--- src/rtl/piso_serializer_pkg.sv ---
`default_nettype none
// ============================================================================
//  Module      : piso_serializer_pkg
//  Description : Shared definitions for the PISO serializer and its SIPO peer:
//                state encoding, the common word width and the bit-counter
//                width helper.
//  Revision    : 1.0 - initial release
// ============================================================================
package piso_serializer_pkg;

   // Two-state controller: waiting for a word, or streaming one out.
   typedef enum logic {
      ST_IDLE  = 1'b0,
      ST_SHIFT = 1'b1
   } state_t;

   // Word width shared with the downstream 8-bit SIPO stage.
   localparam int SER_WORD_WIDTH = 8;

   // Width of a counter that indexes bits 0..width-1 of a word.
   function automatic int cnt_width(input int width);
      return (width < 2) ? 1 : $clog2(width);
   endfunction

endpackage : piso_serializer_pkg
`default_nettype wire

--- src/rtl/piso_serializer.sv ---
`default_nettype none
// ============================================================================
//  Module      : piso_serializer
//  Description : Parallel-in serial-out stage. Accepts a WIDTH-bit word over
//                a valid/ready handshake and emits it one bit per clock with
//                per-bit qualifiers (valid, frame start, last). Back-to-back
//                words stream with no idle cycle in between.
//  Revision    : 1.0 - initial release
//
//  Ports
//    clk          in   rising-edge clock
//    reset        in   asynchronous, active-low reset
//    din          in   parallel word to serialize (sampled on accept only)
//    din_valid    in   din is presented
//    din_ready    out  word is accepted this cycle if din_valid is high
//    shift_en     in   1 = advance; 0 = freeze and refuse new words
//    sout         out  serial data bit (registered)
//    sout_valid   out  sout carries a live bit (registered)
//    frame_start  out  sout is bit 0 of a word (registered)
//    last         out  sout is bit WIDTH-1 of a word (registered)
//    busy         out  a word is being shifted out
// ============================================================================
module piso_serializer
   import piso_serializer_pkg::*;
#(
   parameter int WIDTH     = SER_WORD_WIDTH,
   parameter bit MSB_FIRST = 1'b1
) (
   input  logic             clk,
   input  logic             reset,
   input  logic [WIDTH-1:0] din,
   input  logic             din_valid,
   output logic             din_ready,
   input  logic             shift_en,
   output logic             sout,
   output logic             sout_valid,
   output logic             frame_start,
   output logic             last,
   output logic             busy
);

   localparam int             CNT_W    = cnt_width(WIDTH);
   localparam logic [CNT_W-1:0] CNT_LAST = CNT_W'(WIDTH - 1);
   localparam logic [CNT_W-1:0] CNT_ONE  = CNT_W'(1);

   // -------------------------------------------------------------------------
   // State
   // -------------------------------------------------------------------------
   state_t           state_q,       state_d;
   logic [WIDTH-1:0] sreg_q,        sreg_d;
   logic [CNT_W-1:0] cnt_q,         cnt_d;
   logic             sout_valid_q,  sout_valid_d;
   logic             frame_start_q, frame_start_d;
   logic             last_q,        last_d;

   logic             cnt_at_last;
   logic [CNT_W-1:0] cnt_inc;
   logic             accept;
   logic [WIDTH-1:0] sreg_shifted;
   logic             sreg_out_bit;

   assign cnt_at_last = (cnt_q == CNT_LAST);
   assign cnt_inc     = cnt_q + CNT_ONE;

   // -------------------------------------------------------------------------
   // Bit order. The bit on the line is always the output end of the shift
   // register, so sout comes straight from a flop with no extra stage.
   // -------------------------------------------------------------------------
   generate
      if (MSB_FIRST) begin : g_msb_first
         assign sreg_shifted = {sreg_q[WIDTH-2:0], 1'b0};
         assign sreg_out_bit = sreg_q[WIDTH-1];
      end else begin : g_lsb_first
         assign sreg_shifted = {1'b0, sreg_q[WIDTH-1:1]};
         assign sreg_out_bit = sreg_q[0];
      end
   endgenerate

   // -------------------------------------------------------------------------
   // Handshake. A new word can be taken in IDLE, or while the last bit of
   // the current word is on the line so the next word follows without a gap.
   // The reset term keeps ready low for the whole time reset is asserted.
   // -------------------------------------------------------------------------
   assign din_ready = reset & shift_en &
                      ((state_q == ST_IDLE) | ((state_q == ST_SHIFT) & cnt_at_last));
   assign accept    = din_valid & din_ready;

   // -------------------------------------------------------------------------
   // Next-state and output logic
   // -------------------------------------------------------------------------
   always_comb begin
      state_d       = state_q;
      sreg_d        = sreg_q;
      cnt_d         = cnt_q;
      sout_valid_d  = 1'b0;
      frame_start_d = 1'b0;
      last_d        = 1'b0;

      // With shift_en low everything holds; the qualifiers drop so the frozen
      // bit on sout is not counted again.
      if (shift_en) begin
         if (accept) begin
            state_d       = ST_SHIFT;
            sreg_d        = din;
            cnt_d         = '0;
            sout_valid_d  = 1'b1;
            frame_start_d = 1'b1;
         end else if (state_q == ST_SHIFT) begin
            if (cnt_at_last) begin
               // Word finished with nothing queued: clearing the register
               // also drives sout back to 0.
               state_d = ST_IDLE;
               sreg_d  = '0;
               cnt_d   = '0;
            end else begin
               sreg_d       = sreg_shifted;
               cnt_d        = cnt_inc;
               sout_valid_d = 1'b1;
               last_d       = (cnt_inc == CNT_LAST);
            end
         end
      end
   end

   always_ff @(posedge clk or negedge reset) begin
      if (!reset) begin
         state_q       <= ST_IDLE;
         sreg_q        <= '0;
         cnt_q         <= '0;
         sout_valid_q  <= 1'b0;
         frame_start_q <= 1'b0;
         last_q        <= 1'b0;
      end else begin
         state_q       <= state_d;
         sreg_q        <= sreg_d;
         cnt_q         <= cnt_d;
         sout_valid_q  <= sout_valid_d;
         frame_start_q <= frame_start_d;
         last_q        <= last_d;
      end
   end

   // -------------------------------------------------------------------------
   // Outputs
   // -------------------------------------------------------------------------
   assign sout        = sreg_out_bit;
   assign sout_valid  = sout_valid_q;
   assign frame_start = frame_start_q;
   assign last        = last_q;
   assign busy        = (state_q == ST_SHIFT);

endmodule : piso_serializer
`default_nettype wire
--- config.mk ---
export PLATFORM = sky130hd
export DESIGN_NAME = piso_serializer
export DESIGN_NICKNAME = d
export VERILOG_FILES = /design/src/rtl/piso_serializer_pkg.sv /design/src/rtl/piso_serializer.sv
export SDC_FILE = /design/constraint.sdc
export NUM_CORES = 1
export LEC_CHECK = 0
export ABC_AREA = 1
export ABC_CLOCK_PERIOD_IN_PS = 3200
export BUFFER_PORTS_ARGS = -buffer_cell sky130_fd_sc_hd__buf_4
export CORE_UTILIZATION = 55
export CTS_CLUSTER_DIAMETER = 200
export DETAILED_ROUTE_END_ITERATION = 16
export GPL_TIMING_DRIVEN = 0
export PLACE_DENSITY = 0.87
export SKIP_CTS_REPAIR_TIMING = 1
export SLEW_MARGIN = 20
export SYNTH_ARGS = -nofsm -noshare
export SYNTH_HDL_FRONTEND = slang
export SYNTH_SLANG_ARGS = --single-unit
--- constraint.sdc ---
create_clock -name clk -period 3.2 [get_ports clk]
set_input_delay 0.64 -clock clk [delete_from_list [all_inputs] [get_ports clk]]
set_output_delay 0.64 -clock clk [all_outputs]
set_load 0.02 [all_outputs]
# After elaboration in Yosys (flattened, before gate mapping)
# Cells that the tools add are included.
dict set report totals {
  reg_bits 15
  in_bits 12
  out_inout_bits 6
  elab_cells 33
}
dict set report classes {
  addsub 1
  eq_ne 2
  mux 16
  bitwise_logic 6
  reduce_logical 2
}
# operator count
set ops {}
lappend ops {{$mux 8} 3}
lappend ops {{$mux 1} 10}
lappend ops {{$mux 3} 3}
lappend ops {{$eq 3x3->1 const B} 2}
lappend ops {{$and 1x1->1} 4}
lappend ops {{$add 3x1->3 const B} 1}
lappend ops {{$reduce_and 2->1} 1}
lappend ops {{$reduce_bool 2->1} 1}
lappend ops {{$not 1->1} 1}
lappend ops {{$or 1x1->1} 1}

# Longest topological paths before layout
# Gate-level depths: netlist of run 1.
dict set report logic_depth {
  word_depth 7
  depth_mapped 11
  mapped_depth_nobuf 9
}

# Worst setup path before layout of run 1
# No wires, ideal clock.
dict set report synth_timing {
  path_type {register to output}
  startpoint {register cnt_q[0]}
  endpoint {output din_ready}
  arrival_time_ns 1.221
  required_ns 2.560
  setup_slack_ns 1.339
  stages_incl_launch_ff 8
  n_path_buf 1
  cell_sequence {dfrtp_1 > ha_1 > ha_1 > buf_6 > inv_2 > nand2_4 > inv_1 > nor2_1}
}
dict set report synth_between {
  elab_chain_cells 4
}
# item line_no
set synth_lines {}
lappend synth_lines {{start, declared} piso_serializer.sv:51} ;# logic [CNT_W-1:0] cnt_q, cnt_d;
lappend synth_lines {{start signal, assigned} piso_serializer.sv:136} ;# cnt_q <= cnt_d;
lappend synth_lines {{$eq 3x3->1} piso_serializer.sv:62} ;# assign cnt_at_last = (cnt_q == CNT_LAST);
lappend synth_lines {{$and 1x1->1} piso_serializer.sv:85} ;# ((state_q == ST_IDLE) | ((state_q == ST_SHIFT) & cnt_at_last));
lappend synth_lines {{$or 1x1->1} piso_serializer.sv:85}
lappend synth_lines {{$and 1x1->1} piso_serializer.sv:84} ;# assign din_ready = reset & shift_en &
lappend synth_lines {{end, declared} piso_serializer.sv:33} ;# output logic din_ready,
# No other way between the ends.

# Final worst setup path of run 1
dict set report layout_timing {
  startpoint {register cnt_q[1]}
  endpoint {output din_ready}
}
# Same word-level chain as after synthesis.

==> results of run 1 <==
==> state kept, by name, summed over array words and instances, names as in the netlist <==
name,flops
sreg_q,8
busy,1
sout_valid,1
last,1
cnt_q,3
frame_start,1
==> area by class of cell <==
cell class	count	area share, %
Buffer	4	3.790
Clock buffer	4	2.567
Inverter	14	5.623
Multi-Input combinational cell	75	37.78
Sequential cell	15	36.67
Tap cell	15	1.834
Timing Repair Buffer	16	11.74
==> cell families (layout without fill, tap and decap cells) <==
| family | Yosys count | count (layout) | synth area share (%) |
|---|---|---|---|
| simple gates | 68 | 68 | 38.05 |
| buf+inv | 18 | 38 | 11.22 |
| flops | 15 | 15 | 43.73 |
| compound gates | 4 | 4 | 2.624 |
| fa+ha+maj | 3 | 3 | 4.374 |
==> cells in the mapped netlist (all sizes together) <==
library cell | count | area share [%]
nand2 | 48 | 25
dfrtp | 15 | 44
inv | 14 | 6.7
nor2 | 9 | 3.9
nand4 | 7 | 5.1
buf | 4 | 4.5
ha | 3 | 4.4
nand3 | 3 | 2.3
o21ai | 3 | 1.7
nor3b | 1 | 1.5
o211ai | 1 | 0.87
==> critical path: cells and delay by family, from the launching register on <==
kind,cells,cell delay (ns)
buf+inv,4,0.45
flops,1,0.42
fa+ha+maj,2,0.39
simple gates,2,0.13
==> metal layers <==
metal  wire [um]  track usage (%)  vias up
met3          71            3.913        2
met5           0                0        -
met2         807            36.25       21
li1            -                -      377
met1         768            27.20      319
met4          13            7.742        0
==> power breakdown <==
group | leakage [nW] | switching, W | internal, W
combinational | 0.379 | 0.000159 | 0.000113
clock | 0.0150 | 0.0000635 | 0.0000484
sequential | 0.196 | 0.0000363 | 0.000248
==> through the flow <==
step           area, sq um  setup slack [ns]
2_1_floorplan        858.3             1.339
3_3_place_gp         997.2             1.230
3_5_place_dp         997.2             1.213
4_1_cts               1023            0.8866
5_1_grt               1023            0.7835
6_report              1023            0.8894
==> cells in the final DEF (no fill, tap or decap), drive strengths merged <==
cell type,count
buf,20
clkbuf,4
dfrtp,15
ha,3
inv,14
nand2,48
nand3,3
nand4,7
nor2,9
nor3b,1
o211ai,1
o21ai,3
==> how the worst max path moves through the flow <==
stage,startpoint,cells past startpoint,to
2_1_floorplan,cnt_q[0]$_DFFE_PN0P_,7,din_ready
3_3_place_gp,cnt_q[0]$_DFFE_PN0P_,8,din_ready
5_1_grt,cnt_q[0]$_DFFE_PN0P_,8,din_ready
4_1_cts,cnt_q[0]$_DFFE_PN0P_,8,din_ready
6_report,cnt_q[1]$_DFFE_PN0P_,8,din_ready
3_5_place_dp,cnt_q[0]$_DFFE_PN0P_,8,din_ready
==> out/qor.yml, run 1 <==
cp_max_fo: 9
maxSlewHeadroom_pct: 85.69
first_iter_violations: 15
worstHoldPathType: "input port to asynchronous set/reset pin"
rr_endpoint: "last$_DFF_PN0_"
vias_per_cell: 5.028
finClkSkew_ns: 0.002887
clockBufferDepth: 2
routedWlPerCell_um: 11.61
yosys_warnings: 0
fmax_ghz: 0.4328
antenna_cells: 0
rsz0062_at_grt: "false"
syn_area_per_cell_sq_um: 7.947
dp_hpwl_um: 1112
gp_congestion: 0.7661
drtPass1Iterations: 4
io-pin-count: 18
cts_buffers: 3
grt_max_degree: 17
leakagePower_nw: 0.5899
slowest_stage: "dfrtp_1"
crit_top_cell: "ha_1"
startpoint_type: "flop"
synth_cell_types: 18
hold_violations: 0
r2r_cells: 9
status: "completed"
drive_gt1_share_pct: 26.56
power_w: 0.0006683
cap_viol_max_count: 0
track_usage_pct: 21.42
htreeDepth: 1
tightest_slew_ns: 0.2147
ys_seq_area_share_pct: 43.73
cts_tree: "built"
slew_violations: 0
power.density_nw_per_um2: 652.9
mappedNetlistArea_sq_um: 858.3
r2r-start: "cnt_q[1]$_DFFE_PN0P_"
seq_area_sq_um: 375.4
setup_viol: 0
antenna_left: 0
dp.cells: 139
vias: 719
num_rows: 13
synth_cells: 108
synth.ff_latch_count: 15
core_area_sq_um: 1383
path_class: "flop to output pin"
multiInputGateArea_sq_um: 386.6
die_w_um: 41.51
clk_pin_slew_ns: 0.09
fin_crit_ns: 2.311
path_cells: "ha_1 > ha_1 > buf_6 > inv_2 > nand2_4 > inv_1 > nor2_1 > buf_4"
grt_remaining_overflow: 0
start_util_pct: 62.08
grt_pass1_vias: 647
r2r_setup_slack_ns: 1.54
antenna_found_initial: 0
fin_crit_sh_pct: 72.21
vdd_drop_max_mv: 0.3370
arrival_ns: 1.67
clockRootBuffer: "clkbuf_4"
syn_to_final_growth_pct: 19.24
dieArea_sq_um: 1723
port-buffer-count: 16
drc: 0
finalSetupTns_ns: 0
hold_slack_ns: 0.1955
cpPeakStageDelay_ns: 0.42
endpoint_kind: "output pin"
final_nets: 144
critPathRequiredTime_ns: 2.56
fillers: 106
synth_nets: 123
die_y_um: 41.51
layoutNonFillerInstCount: 143
cts_num_sinks: 15
finalCoreUtilization_pct: 74.03
grt_pass1_wl_um: 2808
clk_latency_ns: 0.28
wl_um: 1660
(Power assumes the default switching activity.)
==> run 2: changes to the inputs <==
--- a/config.mk
+++ b/config.mk
@@ -5,14 +5,14 @@
 export SDC_FILE = /design/constraint.sdc
 export NUM_CORES = 1
 export LEC_CHECK = 0
-export ABC_AREA = 1
-export ABC_CLOCK_PERIOD_IN_PS = 3200
+export ABC_AREA = 0
+export ABC_CLOCK_PERIOD_IN_PS = 2000
 export BUFFER_PORTS_ARGS = -buffer_cell sky130_fd_sc_hd__buf_4
-export CORE_UTILIZATION = 55
+export CORE_UTILIZATION = 46
 export CTS_CLUSTER_DIAMETER = 200
 export DETAILED_ROUTE_END_ITERATION = 16
 export GPL_TIMING_DRIVEN = 0
-export PLACE_DENSITY = 0.87
+export PLACE_DENSITY = 0.79
 export SKIP_CTS_REPAIR_TIMING = 1
 export SLEW_MARGIN = 20
 export SYNTH_ARGS = -nofsm -noshare
==> constraint.sdc (replaced) <==
create_clock -name clk -period 2 [get_ports clk]
set_input_delay 0.4 -clock clk [delete_from_list [all_inputs] [get_ports clk]]
set_output_delay 0.4 -clock clk [all_outputs]
set_load 0.02 [all_outputs]
==> run 2 against run 1 <==
The flow now finishes with violations (DRC, setup timing). Count of clock-buffer cells in the layout unchanged. Critical path type unchanged. Sequential share of layout area is 0.79 points lower. Largest power group is now combinational logic. Total power rose by 95%. Highest routed layer unchanged. Cell count decreased by 17%. Wire length rose by 14%. Sequential cell count unchanged. Non-clock buffer count increased by 10. Register-to-register slack worse by 1.2 ns.
==> out/qor.yml, run 2 <==
largestRegisters: "sreg_q (8), cnt_q (3)"
clockRootBuffer: "clkbuf_4"
synth_cells: 77  # -29%
synth_common_cells: "dfrtp_1, a31oi_1, nand4_1"
r2r_setup_slack_ns: 0.30  # -1.24 ns
maxSlewHeadroom_pct: 55.57  # -30 points
p_int_w: 0.0008373  # +100%
rsz0062_at_grt: "true"
endpoint_kind: "output pin"
clk_latency_ns: 0.28  # about the same
fmax_ghz: 0.4755
path_cells: "ha_2 > ha_4 > or2b_1 > buf_6 > and2_4 > buf_6"
num_rows: 14  # +1
r2r_cells: 8  # -1
p_clk_share_pct: 13.3  # -3.4 points
wl_um: 1889  # +14%
p_seq_share_pct: 38.0  # -4.6 points
crit_top_cell: "buf_6"
grt_remaining_overflow: 0  # unchanged
synth_top_area_share_pct: 46.66  # +2.9 points
sw_frac_of_total_pct: 35.82  # -2.9 points
ys_seq_area_share_pct: 46.66  # +2.9 points
drc: 1  # +1
fin_crit_sh_pct: 105.2
cts_tree: "built"
synth_edf_count: 0  # unchanged
whs_path_depth: 2
setup_viol: 1  # +1
hold_slack_ns: 0.3490  # +0.1534 ns
grt_pass1_wl_um: 2987  # +6.4%
gp_congestion: 0.8109  # +5.8%
antenna_found_initial: 0  # unchanged
mappedNetlistArea_sq_um: 804.5  # -6.3%
dieArea_sq_um: 1920  # +11%
drtPass1Iterations: 12  # +8
clk_pin_slew_ns: 0.09  # about the same
synth_most_common_cell: "dfrtp_1"
leakagePower_nw: 0.4820  # -18%
drive_gt1_share_pct: 33.98  # +7.4 points
async_flop_share_pct: 100.0  # unchanged
dp_hpwl_um: 1204  # +8.3%
slew_violations: 0  # unchanged
die_w_um: 43.82  # +5.6%
critPathRequiredTime_ns: 1.60  # -0.96 ns
violations: "DRC, setup timing"
tightest_slew_ns: 0.6643  # +0.4496 ns
power.density_nw_per_um2: 1247  # +91%
antenna_cells: 0  # unchanged
comb_power_share_pct: 48.7  # +8.0 points
core_area_sq_um: 1577  # +14%
clockBufferDepth: 2  # unchanged
htreeDepth: 1  # unchanged
first_iter_violations: 13  # -2
track_usage_pct: 21.57  # +0.15 points
cpPeakStageDelay_ns: 0.40  # -0.02 ns
rr_endpoint: "sreg_q[6]$_DFFE_PN0P_"
layout_commonest_cell: "buf_4"
synth_cell_types: 25  # +7
synth.ff_latch_count: 15  # unchanged
die_y_um: 43.82  # +5.6%
worstHoldPathType: "input port to flop"
startpoint_type: "flop"
grt_max_degree: 21  # +4
antenna_left: 0  # unchanged
cts_buffers: 3  # unchanged
port-buffer-count: 16  # unchanged
cap_viol_max_count: 0  # unchanged
min_from: "din[0]"
fin_crit_ns: 2.103
synth_nets: 92  # -25%
vdd_drop_max_mv: 0.7920  # +140%
vias_per_cell: 5.992  # +19%
top_register: "sreg_q"
status: "finished with violations"
finalWorstSetupSlack_ns: -0.1032  # -0.9927 ns
hold_violations: 0  # unchanged
cp_max_fo: 5  # -4
vias: 713  # -0.83%
start_util_pct: 51.03  # -11 points
arrival_ns: 1.70  # +0.03 ns
most-common-layout-cells: "buf_4, dfrtp_1, nand4_1, a31oi_1"
io-pin-count: 18  # unchanged
hold_path_end: "sreg_q[0]$_DFFE_PN0P_"
r2r-start: "cnt_q[1]$_DFFE_PN0P_"
dp_slack_ns: 0.09329  # -1.120 ns
yosysTopAreaCell: "dfrtp_1"
synthTopCellsByArea: "dfrtp_1, nand3b_1, a31oi_1"
largest_reg_flops: 8  # unchanged
p_switching_w: 0.0004674  # +81%
slowest_stage: "dfrtp_1"
cts_num_sinks: 15  # unchanged
final_nets: 119  # -17%
syn_to_final_growth_pct: 30.02
finClkSkew_ns: 0.006477  # +0.003590 ns
grt_pass1_vias: 628  # -2.9%
path_class: "flop to output pin"
routedWlPerCell_um: 15.87  # +37%
yosys_warnings: 0  # unchanged
synth_ff_type: "dfrtp_1"
syn_area_per_cell_sq_um: 10.45  # +31%
==> run 2: power groups by stage <==
| stage | Combinational, W | Sequential [W] | Clock (W) |
|---|---|---|---|
| 4_1_cts | 0.000513 | 0.000492 | 0.000175 |
| 3_5_place_dp | 0.000515 | 0.000495 | 0 |
| 3_3_place_gp | 0.000502 | 0.000491 | 0 |
| 5_1_grt | 0.000695 | 0.000507 | 0.000192 |
| 6_report | 0.000636 | 0.000495 | 0.000173 |
| 2_1_floorplan | 0.000346 | 0.000511 | 0 |
==> run 2: metal layers <==
layer  vias to the layer above  wire (um)  GRT usage [%]  part of all wire, %
met5                         -          0              0                    0
met2                        19        870          31.94                   46
met3                         4         88          7.500                  4.7
li1                        340          -              -                    -
met4                         0         38          7.500                  2.0
met1                       350        893          29.21                   47
==> run 2: worst max path at each step <==
stage | from | to | slack [ns]
floorplan | cnt_q[1]$_DFFE_PN0P_ | din_ready | 0.28
finish | cnt_q[1]$_DFFE_PN0P_ | din_ready | -0.10
detailed placement | cnt_q[1]$_DFFE_PN0P_ | din_ready | 0.09
CTS | cnt_q[1]$_DFFE_PN0P_ | din_ready | -0.23
global placement | cnt_q[1]$_DFFE_PN0P_ | din_ready | 0.11
global route | cnt_q[1]$_DFFE_PN0P_ | din_ready | -0.17
==> run 2: stage by stage <==
step           cell area [sq um]  instances   power, W  setup TNS (ns)  util [%]
2_1_floorplan              804.5         77  0.0008573               0         -
3_3_place_gp               944.7        109  0.0009928               0     59.92
3_5_place_dp               944.7        109   0.001010               0     59.92
4_1_cts                    970.9        113   0.001180         -0.2277     61.59
5_1_grt                     1046        119   0.001394         -0.1692     66.35
6_report                    1046        119   0.001305         -0.1032     66.35
==> run 2: cell type report <==
| cell class | count | area (sq um) |
|---|---|---|
| Clock buffer | 4 | 26.28 |
| Tap cell | 16 | 20.02 |
| Sequential cell | 15 | 375.4 |
| Multi-Input combinational cell | 52 | 384.1 |
| Timing Repair Buffer | 22 | 171.4 |
| Buffer | 8 | 61.31 |
| Fill cell | 122 | 530.5 |
| Inverter | 2 | 7.507 |
==> run 2: cell families after synthesis <==
| group | Yosys count | synth area share, % |
|---|---|---|
| compound gates | 21 | 16.33 |
| fa+ha+maj | 3 | 4.666 |
| buf+inv | 10 | 7.776 |
| flops | 15 | 46.66 |
| mux | 1 | 1.866 |
| simple gates | 27 | 22.71 |
==> run 2: worst max-delay path, delay by kind of cell, from the launching register on <==
kind          cells  cell delay (ns)
buf+inv           2             0.26
fa+ha+maj         2             0.38
flops             1             0.40
simple gates      2             0.38
==> run 3: changes to the inputs <==
--- a/config.mk
+++ b/config.mk
@@ -8,7 +8,9 @@
 export ABC_AREA = 0
 export ABC_CLOCK_PERIOD_IN_PS = 2000
 export BUFFER_PORTS_ARGS = -buffer_cell sky130_fd_sc_hd__buf_4
-export CORE_UTILIZATION = 46
+export CELL_PAD_IN_SITES_DETAIL_PLACEMENT = 2
+export CELL_PAD_IN_SITES_GLOBAL_PLACEMENT = 2
+export CORE_UTILIZATION = 29
 export CTS_CLUSTER_DIAMETER = 200
 export DETAILED_ROUTE_END_ITERATION = 16
 export GPL_TIMING_DRIVEN = 0
==> run 3 against run 2 <==
Total power rose by 10%. Critical endpoint unchanged. Sequential power rose by 3%. Non-clock buffer count rose by 3. The flow finishes with violations (setup timing). Cell area rose by 3.8%. Clock skew fell by 0.0047 ns. Critical path type unchanged. Die area rose by 56%. Sequential cell count did not move. Wire length rose by 49%. Largest cell class unchanged. Sequential share of layout area fell by 1.3 points. Critical path depth did not move.
==> out/qor.yml, run 3 (same netlist as run 2, synthesis figures left out) <==
status: "finished with violations"
violations: "setup timing"
busiest_layer: "met2"
finalWorstSetupSlack_ns: -0.09995  # +0.003283 ns
fin_crit_ns: 2.100  # -0.003283 ns
cpPeakStageDelay_ns: 0.40  # about the same
track_usage_pct: 18.73  # -2.8 points
num_rows: 18  # +4
final_area_sq_um: 1086  # +3.8%
setup_viol: 1  # unchanged
tightest_slew_ns: 0.7208  # +0.05656 ns
endpoint_kind: "output pin"
hold_slack_ns: 0.3494  # +0.0004550 ns
arrival_ns: 1.70  # about the same
most-common-layout-cells: "buf_4, dfrtp_1, nand4_1, a31oi_1"
cts_tree: "built"
cp_max_fo: 5  # unchanged
cts_num_sinks: 15  # unchanged
vias_per_cell: 5.632  # -6.0%
hold_violations: 0  # unchanged
layout_commonest_cell: "buf_4"
drive_gt1_share_pct: 35.85  # +1.9 points
startpoint_type: "flop"
grt_pass1_vias: 771  # +23%
path_cells: "ha_2 > ha_4 > or2b_1 > buf_6 > and2_4 > buf_6"
maxSlewHeadroom_pct: 51.79  # -3.8 points
antenna_found_initial: 0  # unchanged
cap_viol_max_count: 0  # unchanged
vdd_drop_max_mv: 0.4960  # -37%
path_delay_family: "flip-flops"
die_w_um: 54.67  # +25%
grt.met1_usage_pct: 22.86  # -6.4 points
top_register: "sreg_q"
min_from: "din[0]"
grt_remaining_overflow: 0  # unchanged
leakagePower_nw: 0.4976  # +3.2%
clk_pin_slew_ns: 0.09  # about the same
r2r-start: "cnt_q[1]$_DFFE_PN0P_"
fmax_ghz: 0.4762  # +0.16%
final_nets: 122  # +2.5%
drc: 0  # -1
critPathRequiredTime_ns: 1.60  # about the same
crit_path_start: "cnt_q[1]$_DFFE_PN0P_"
clockBufferDepth: 2  # unchanged
dp_slack_ns: 0.07938  # -0.01391 ns
port-buffer-count: 16  # unchanged
clockRootBuffer: "clkbuf_4"
antenna_left: 0  # unchanged
routedWlPerCell_um: 20.71  # +30%
antenna_cells: 0  # unchanged
gp_congestion: 0.7185  # -11%
largest_reg_flops: 8  # unchanged
r2r_setup_slack_ns: 0.19  # -0.11 ns
dieArea_sq_um: 2989  # +56%
largestRegisters: "sreg_q (8), cnt_q (3)"
crit_top_cell: "buf_6"
rsz0062_at_grt: "true"
power.density_nw_per_um2: 1321  # +5.9%
grt_pass1_wl_um: 3850  # +29%
fillers: 283  # +130%
die_y_um: 54.67  # +25%
grt_max_degree: 21  # unchanged
met2_usage_pct: 31.73  # -0.21 points
syn_to_final_growth_pct: 34.99
met3_usage_pct: 5.556  # -1.9 points
htreeDepth: 1  # unchanged
drtPass1Iterations: 4  # -8
place_area_sq_um: 962.2  # +1.9%
first_iter_violations: 5  # -8
start_util_pct: 31.61  # -19 points
fin_crit_sh_pct: 105.0  # -0.16 points
path_class: "flop to output pin"
slew_violations: 0  # unchanged
crit_buf_inv: 2  # unchanged
worstHoldPathType: "input port to flop"
clk_latency_ns: 0.28  # about the same
wl_um: 2817  # +49%
power_w: 0.001435  # +10%
io-pin-count: 18  # unchanged
finClkSkew_ns: 0.001787  # -0.004689 ns
cts_buffers: 3  # unchanged
slowest_stage: "dfrtp_1"
vias: 766  # +7.4%
core_area_sq_um: 2545  # +61%
run 3: cell count changes in the layout (fill, tap and decap cells not counted), sizes merged:
cell,previous run,this run
buf,26,29
run 3: path summary, 6_finish.rpt:
kind                                          to  cells past startpoint
min                        sreg_q[0]$_DFFE_PN0P_                      2
max reg2reg                 cnt_q[2]$_DFFE_PN0P_                      8
max in group asynchronous   cnt_q[2]$_DFFE_PN0P_                      2
min in group asynchronous  frame_start$_DFF_PN0_                      2
max                                    din_ready                      6
min reg2reg                sreg_q[0]$_DFFE_PN0P_                      1
run 3: metrics by stage:
| stage | std cells | setup TNS (ns) | util [%] |
|---|---|---|---|
| 4_1_cts | 127 | -0.2512 | 38.84 |
| 2_1_floorplan | 77 | 0 | - |
| 3_3_place_gp | 123 | 0 | 37.81 |
| 5_1_grt | 136 | -0.1658 | 42.67 |
| 3_5_place_dp | 123 | 0 | 37.81 |
| 6_report | 136 | -0.09995 | 42.67 |
run 3: power breakdown:
part	leakage (nW)	switching [W]	internal, W
clock network	0.0150	0.0000936	0.0000773
registers	0.177	0.0000952	0.000416
logic	0.305	0.000358	0.000394
run 3: area by class of cell:
cell class	count	area [sq um]	area share, %
sequential	15	375.4	34.56
multi-input combinational	52	384.1	35.37
tap	30	37.54	3.456
inverter	2	7.507	0.6912
buffer	8	61.31	5.645
timing repair buffer	25	193.9	17.86
clock buffer	4	26.28	2.419
run 3: routing by layer:
layer / share of wire, % / up-vias
met1: 47 / 401
met2: 50 / 14
met5: 0 / -
li1: - / 349
met4: 0.46 / 0
met3: 2.6 / 2
